==> src/rtl/ul_bfp_packer.sv <==
`default_nettype none
// -----------------------------------------------------------------------------
// ul_bfp_packer : packs BFP-compressed PRBs MSB-first into 64-bit words + FIFO
// Rev 1.0
// -----------------------------------------------------------------------------
module ul_bfp_packer #(
   parameter int NUM        = 7,
   parameter int FIFO_DEPTH = 16
) (
   input  logic             clk,
   input  logic             rst_n,
   input  logic             i_sop,
   input  logic             i_eop,
   input  logic             i_vld,
   input  logic [2*NUM-1:0] i_dout,
   input  logic [3:0]       i_shift,
   input  logic [6:0]       i_slot_idx,
   input  logic [3:0]       i_symb_idx,
   input  logic [8:0]       i_prb_idx,
   output logic [63:0]      o_data,
   output logic             o_vld,
   input  logic             o_rdy,
   output logic             o_sop,
   output logic             o_eop,
   output logic [3:0]       o_bytes,
   output logic [6:0]       o_slot_idx,
   output logic [3:0]       o_symb_idx,
   output logic [8:0]       o_prb_idx,
   output logic             o_ovf_err,
   output logic             o_frm_err
);
   localparam int SW = 2 * NUM;
   localparam int HW = 8 + SW;
   localparam int AW = $clog2(FIFO_DEPTH);
   localparam int EW = 64 + 1 + 1 + 4 + 20;

   typedef enum logic [0:0] {IDLE = 1'b0, PACK = 1'b1} state_t;

   state_t          state;
   logic [127:0]    acc;
   logic [7:0]      cnt;
   logic            closing;
   logic            first_word;
   logic [19:0]     tags;
   logic            fl_vld;
   logic [EW-1:0]   fl_word;
   logic            frm_err;

   logic            start, frm_sop, discard, do_close, long_res;
   logic [7:0]      cnt_bytes;
   logic [3:0]      tail_bytes;
   logic            acc_emit, tail_load;
   logic [EW-1:0]   acc_word, tail_word;
   logic [127:0]    base, ins;
   logic [7:0]      base_cnt;
   logic            wr_req;
   logic [EW-1:0]   wr_word;

   assign start      = i_vld && i_sop;
   assign frm_sop    = start && (state == PACK);
   assign discard    = i_vld && !i_sop && (state == IDLE);
   // A sop inside a PRB closes the running PRB in the same cycle as an eop would have
   assign do_close   = closing || frm_sop;
   assign long_res   = cnt > 8'd64;
   assign cnt_bytes  = (cnt + 8'd7) >> 3;
   assign tail_bytes = 4'(cnt_bytes - 8'd8);

   always_comb begin
      acc_emit  = 1'b0;
      acc_word  = '0;
      tail_load = 1'b0;
      tail_word = '0;
      if (do_close) begin
         acc_emit  = (cnt != 8'd0);
         acc_word  = {acc[127:64], first_word, !long_res, long_res ? 4'd8 : cnt_bytes[3:0], tags};
         tail_load = long_res;
         tail_word = {acc[63:0], 1'b0, 1'b1, tail_bytes, tags};
      end else if (cnt >= 8'd64 && !fl_vld) begin
         acc_emit = 1'b1;
         acc_word = {acc[127:64], first_word, 1'b0, 4'd8, tags};
      end
   end

   always_comb begin
      base     = acc;
      base_cnt = cnt;
      if (do_close) begin
         base     = '0;
         base_cnt = 8'd0;
      end else if (acc_emit) begin
         base     = {acc[63:0], 64'b0};
         base_cnt = cnt - 8'd64;
      end
   end

   assign ins = {i_dout, {(128-SW){1'b0}}} >> base_cnt;

   // The staged tail always goes out first; a PRB closing behind it takes its place
   assign wr_req  = fl_vld || acc_emit;
   assign wr_word = fl_vld ? fl_word : acc_word;

   always_ff @(posedge clk or negedge rst_n) begin
      if (!rst_n) begin
         state      <= IDLE;
         acc        <= '0;
         cnt        <= 8'd0;
         closing    <= 1'b0;
         first_word <= 1'b0;
         tags       <= '0;
         fl_vld     <= 1'b0;
         fl_word    <= '0;
         frm_err    <= 1'b0;
      end else begin
         acc     <= base;
         cnt     <= base_cnt;
         closing <= 1'b0;
         if (acc_emit)
            first_word <= 1'b0;
         fl_vld <= (fl_vld && acc_emit) || tail_load;
         if (fl_vld)
            fl_word <= acc_word;
         else if (tail_load)
            fl_word <= tail_word;
         if (start) begin
            acc        <= {4'b0000, i_shift, i_dout, {(128-HW){1'b0}}};
            cnt        <= 8'(HW);
            first_word <= 1'b1;
            tags       <= {i_slot_idx, i_symb_idx, i_prb_idx};
            state      <= i_eop ? IDLE : PACK;
            closing    <= i_eop;
         end else if (i_vld && state == PACK) begin
            acc <= base | ins;
            cnt <= base_cnt + 8'(SW);
            if (i_eop) begin
               state   <= IDLE;
               closing <= 1'b1;
            end
         end
         if (frm_sop || discard)
            frm_err <= 1'b1;
      end
   end

   logic [EW-1:0] mem [FIFO_DEPTH];
   logic [AW:0]   wr_ptr, rd_ptr;
   logic          empty, full, rd, wr_ok, ovf_err;
   logic [EW-1:0] head;

   assign empty = (wr_ptr == rd_ptr);
   assign full  = (wr_ptr[AW] != rd_ptr[AW]) && (wr_ptr[AW-1:0] == rd_ptr[AW-1:0]);
   assign rd    = !empty && o_rdy;
   assign wr_ok = wr_req && (!full || rd);
   assign head  = mem[rd_ptr[AW-1:0]];

   always_ff @(posedge clk) begin
      if (wr_ok)
         mem[wr_ptr[AW-1:0]] <= wr_word;
   end

   always_ff @(posedge clk or negedge rst_n) begin
      if (!rst_n) begin
         wr_ptr  <= '0;
         rd_ptr  <= '0;
         ovf_err <= 1'b0;
      end else begin
         if (wr_ok)
            wr_ptr <= wr_ptr + {{AW{1'b0}}, 1'b1};
         if (rd)
            rd_ptr <= rd_ptr + {{AW{1'b0}}, 1'b1};
         if (wr_req && full && !rd)
            ovf_err <= 1'b1;
      end
   end

   assign o_vld = !empty;
   assign {o_data, o_sop, o_eop, o_bytes, o_slot_idx, o_symb_idx, o_prb_idx} = o_vld ? head : '0;
   assign o_ovf_err = ovf_err;
   assign o_frm_err = frm_err;

endmodule
`default_nettype wire

==> config.mk <==
export PLATFORM = sky130hd
export DESIGN_NAME = ul_bfp_packer
export DESIGN_NICKNAME = d
export VERILOG_FILES = /design/src/rtl/ul_bfp_packer.sv
export SDC_FILE = /design/constraint.sdc
export NUM_CORES = 2
export LEC_CHECK = 0
export BUFFER_PORTS_ARGS = -buffer_cell sky130_fd_sc_hd__buf_2
export CORE_ASPECT_RATIO = 0.5
export CORE_MARGIN = 4
export CORE_UTILIZATION = 55
export DETAILED_ROUTE_END_ITERATION = 6
export PLACE_DENSITY = 0.76
export SYNTH_ARGS = -nofsm -noshare
export SYNTH_HDL_FRONTEND = slang
export SYNTH_SLANG_ARGS = --single-unit
export TNS_END_PERCENT = 100
==> constraint.sdc <==
create_clock -name clk -period 25.9 [get_ports clk]
set_input_delay 1.295 -clock clk [delete_from_list [all_inputs] [get_ports clk]]
set_output_delay 1.295 -clock clk [all_outputs]
set_load 0.01 [all_outputs]
==> metrics.md <==
| Metric | Value |
|---|---|
| Worst path required time | 24.60 ns |
| Max frequency | 0.1428 GHz |
| Switching Share | 32.80% |
| Initial antenna violation count | 11 |
| # DRC | 1 |
| Initial core utilization | 55.70% |
| Data arrival, critical path | 5.71 ns |
| Starting DRT DRC Count | 5,295 |
| Nets | 4,040 |
| Critical path, cell by cell | buf_4, buf_4, buf_4, mux4_2, mux4_2, nor2b_1, buf_2 |
| CP Max Fanout | 46 |
| Clk_lat worst skew | 0.78 ns |
| # port buffers | 136 |
| Max-slew violations | 0 |
| CTS tree | built |
| Clock skew | 0.02389 ns |
| Async set-reset flop share out of synthesis | 15.39% |
| I/O pin cnt | 137 |
| Rel. slew slack | 9.367% |
| Layout cells sized above 1 | 24.31% |
| Root buf cell | clkbuf_16 |
| Critical Path Source Type | register |
| Synth cell types | 77 |
| WL per Instance | 29.71 µm |
| Via count | 37,870 |
| Largest net degree at the start of global routing | 160 |
| Hold Path Class | in2async |
| Std cell rows | 91 |
| Top FF cell, synth | edfxtp_1 |
| Leakage | 26.07 nW |
| Clock power share | 23.2% |
| Worst slew pin tran | 1.350 ns |
| Buffers and inverters on the worst path | 4 |
| Worst path most repeated cell | buf_4 |
| CP peak stage delay | 0.86 ns |
| GRT Resource Usage Total | 26.53% |
| Post-Route WL | 171,900 µm |
| Worst Setup SP | rd_ptr[0] |
| Unrepaired setup endpoints after global routing | false |
| Synth Warn # | 0 |
| Dpl ws | 19.45 ns |
| Synthesized cell area | 0.06906 mm² |
| Core box area | 0.1240 mm² |
| Sw power | 3.017 mW |
| Area Growth Syn to Fin | 11.06% |
| H-tree levels | 4 |
| Clock sinks | 1,702 |
| Slowest stage cell on the critical path | dfrtp_4 |
| Mapped Avg Cell Area | 18.16 µm² |
| Fin crit period | 7.003 ns |
| Max_cap viols | 0 |
| Resize count post-CTS | 0 |
| Vias per cell | 6.544 |
| Comb pwr share | 34.3% |
| Setup Buffers After CTS | 0 |
| #FFs+latches synth | 1,702 |
| Critical path capture point type | primary output |
| P per Cell Area | 119.9 mW/mm² |
| Failing checks | DRC |
| Total iterations of the first detailed-routing run | 7 |
| First-pass GRT wire length | 257,500 µm |
| Internal | 6.180 mW |
| Vias in the first global route | 38,440 |
| Worst-path clk slew | 0.07 ns |
| Routed Antenna Nets | 0 |
| Sequential share of power | 42.5% |
| Syn Inst Count | 3,802 |
| CTS Buf Count | 147 |
| Seq/Total Area, Yosys | 72.11% |
| Die Wd | 509.1 µm |
| Die area | 0.1316 mm² |
| Hold buffer count at CTS | 0 |
| Critical path's top delay family | buffers and inverters |
| Overflow after GRT | 0 |
| Die height | 258.6 µm |
| DP HPWL | 93,360 µm |
| Syn nets | 3,855 |
| Fin Setup TNS | 0 ns |
| Peak VDD IR | 0.0001115 V |
| Crit Reg-Reg Startpoint | rd_ptr[1] |
| Final setup fails | 0 |
| Status | finished with violations |
| RePlAce Congestion | 0.9527 |
| Final WS setup | 18.90 ns |
| Critical path type | reg2out |
| PnR Total Power | 9.197 mW |
| Clock Path Buffers | 3 |
| Final Hold Viols | 0 |
| Tcrit/Tclk final | 27.04% |
| EDFF count, synth | 1,440 |
cell type report:
type,count,area (µm²)
tap,1674,2095
clock inverter,53,450.4
antenna,7,17.52
clock buffer,214,4126
inverter,16,60.06
sequential,1702,49820
fill,8302,47300
timing repair buffer,291,1896
multi-input combinational,1829,18240
worst paths after layout:
path                                 to  slack [ns]  depth (start not counted)
max in group asynchronous     rd_ptr[1]       23.19                          3
min reg2reg                   o_ovf_err        0.50                          1
max                        o_prb_idx[5]       18.90                          7
min in group clk              o_ovf_err        0.50                          1
max reg2reg                 mem[14][48]       20.67                          9
min                         fl_word[28]        0.48                          1
registers in the layout (all words and copies together) (netlist names), 5 cells and up:
name	count
acc	128
cnt	8
fl_word	90
mem	1440
rd_ptr	5
tags	20
wr_ptr	5
stage by stage:
stage	util (%)	hold slack, ns	std cells	instance area (µm²)
after global routing	61.85	0.5116	5785	76690
after floorplan	-	0.4559	3802	69060
after global placement	58.14	0.4584	5511	72090
after detailed placement	58.14	0.4755	5511	72090
final	61.86	0.4826	5786	76700
after CTS	61.83	0.4601	5778	76660
kinds of logic (layout without fill, tap and decap cells):
logic type	Yosys count	count (layout)	synth area share, %
muxes	519	519	15.76
DFF	1702	1702	72.11
buffers and inverters	271	574	1.616
and+or+nand+nor	712	712	4.859
adders and majority gates	9	9	0.1631
AOI/OAI and AO/OA	567	567	5.218
other	0	7	0
xor gates and xnor gates	22	22	0.2790
cells in the mapped netlist (4+ instances only):
master | count | area, µm²
dfrtp_1 | 262 | 6556
and2_1 | 82 | 513.0
nor2b_1 | 96 | 600.6
a22oi_1 | 17 | 127.6
edfxtp_1 | 1440 | 43240
nor3b_1 | 7 | 52.55
buf_4 | 4 | 30.03
nand2b_1 | 7 | 43.79
mux4_2 | 452 | 10180
o31ai_1 | 10 | 75.07
nand2_1 | 380 | 1426
a22o_1 | 38 | 332.8
a21o_1 | 8 | 60.06
buf_2 | 36 | 180.2
o21ai_1 | 4 | 20.02
o21a_1 | 5 | 37.54
clkbuf_1 | 178 | 668.1
a21oi_1 | 146 | 730.7
nand3_1 | 20 | 100.1
a31o_2 | 5 | 43.79
xnor2_1 | 17 | 148.9
a211oi_1 | 74 | 555.5
nor3_1 | 18 | 90.09
buf_6 | 5 | 56.30
buf_1 | 31 | 116.4
and3_1 | 18 | 112.6
o22ai_1 | 32 | 200.2
inv_1 | 15 | 56.30
o21ai_0 | 159 | 795.8
nor2_1 | 60 | 225.2
xor2_1 | 5 | 43.79
o221ai_1 | 7 | 61.31
a32oi_1 | 6 | 52.55
nand4_1 | 4 | 25.02
or3_1 | 4 | 25.02
mux2_2 | 8 | 90.09
a221oi_1 | 13 | 113.9
a31oi_1 | 10 | 62.56
ha_1 | 9 | 112.6
mux2i_1 | 56 | 560.5
layout by cell type, fill, tap and decap left out, types with 74 or more instances in the layout:
cell type and instances:
edfxtp_1 1440, mux4_2 452, nand2_1 378, dfrtp_1 257, clkbuf_16 152, buf_4 151, o21ai_0 150, a21oi_1 146
buf_2 135, nor2b_1 95, and2_1 74, a211oi_1 74
power by group through the flow:
stage	clock, mW	combinational, mW	sequential [mW]
6_report	2.14	3.15	3.91
5_1_grt	2.29	3.36	3.94
4_1_cts	2.16	3.17	3.91
3_5_place_dp	0	3.13	3.95
3_3_place_gp	0	3.07	3.92
2_1_floorplan	0	2.14	3.86
metal layers:
layer	GRT usage [%]	wire length, µm
met4	7.904	4336
met1	38.91	67930
met5	0	33
met3	4.368	15540
met2	41.78	84080
Note: power is estimated with default switching activity, not from simulation.
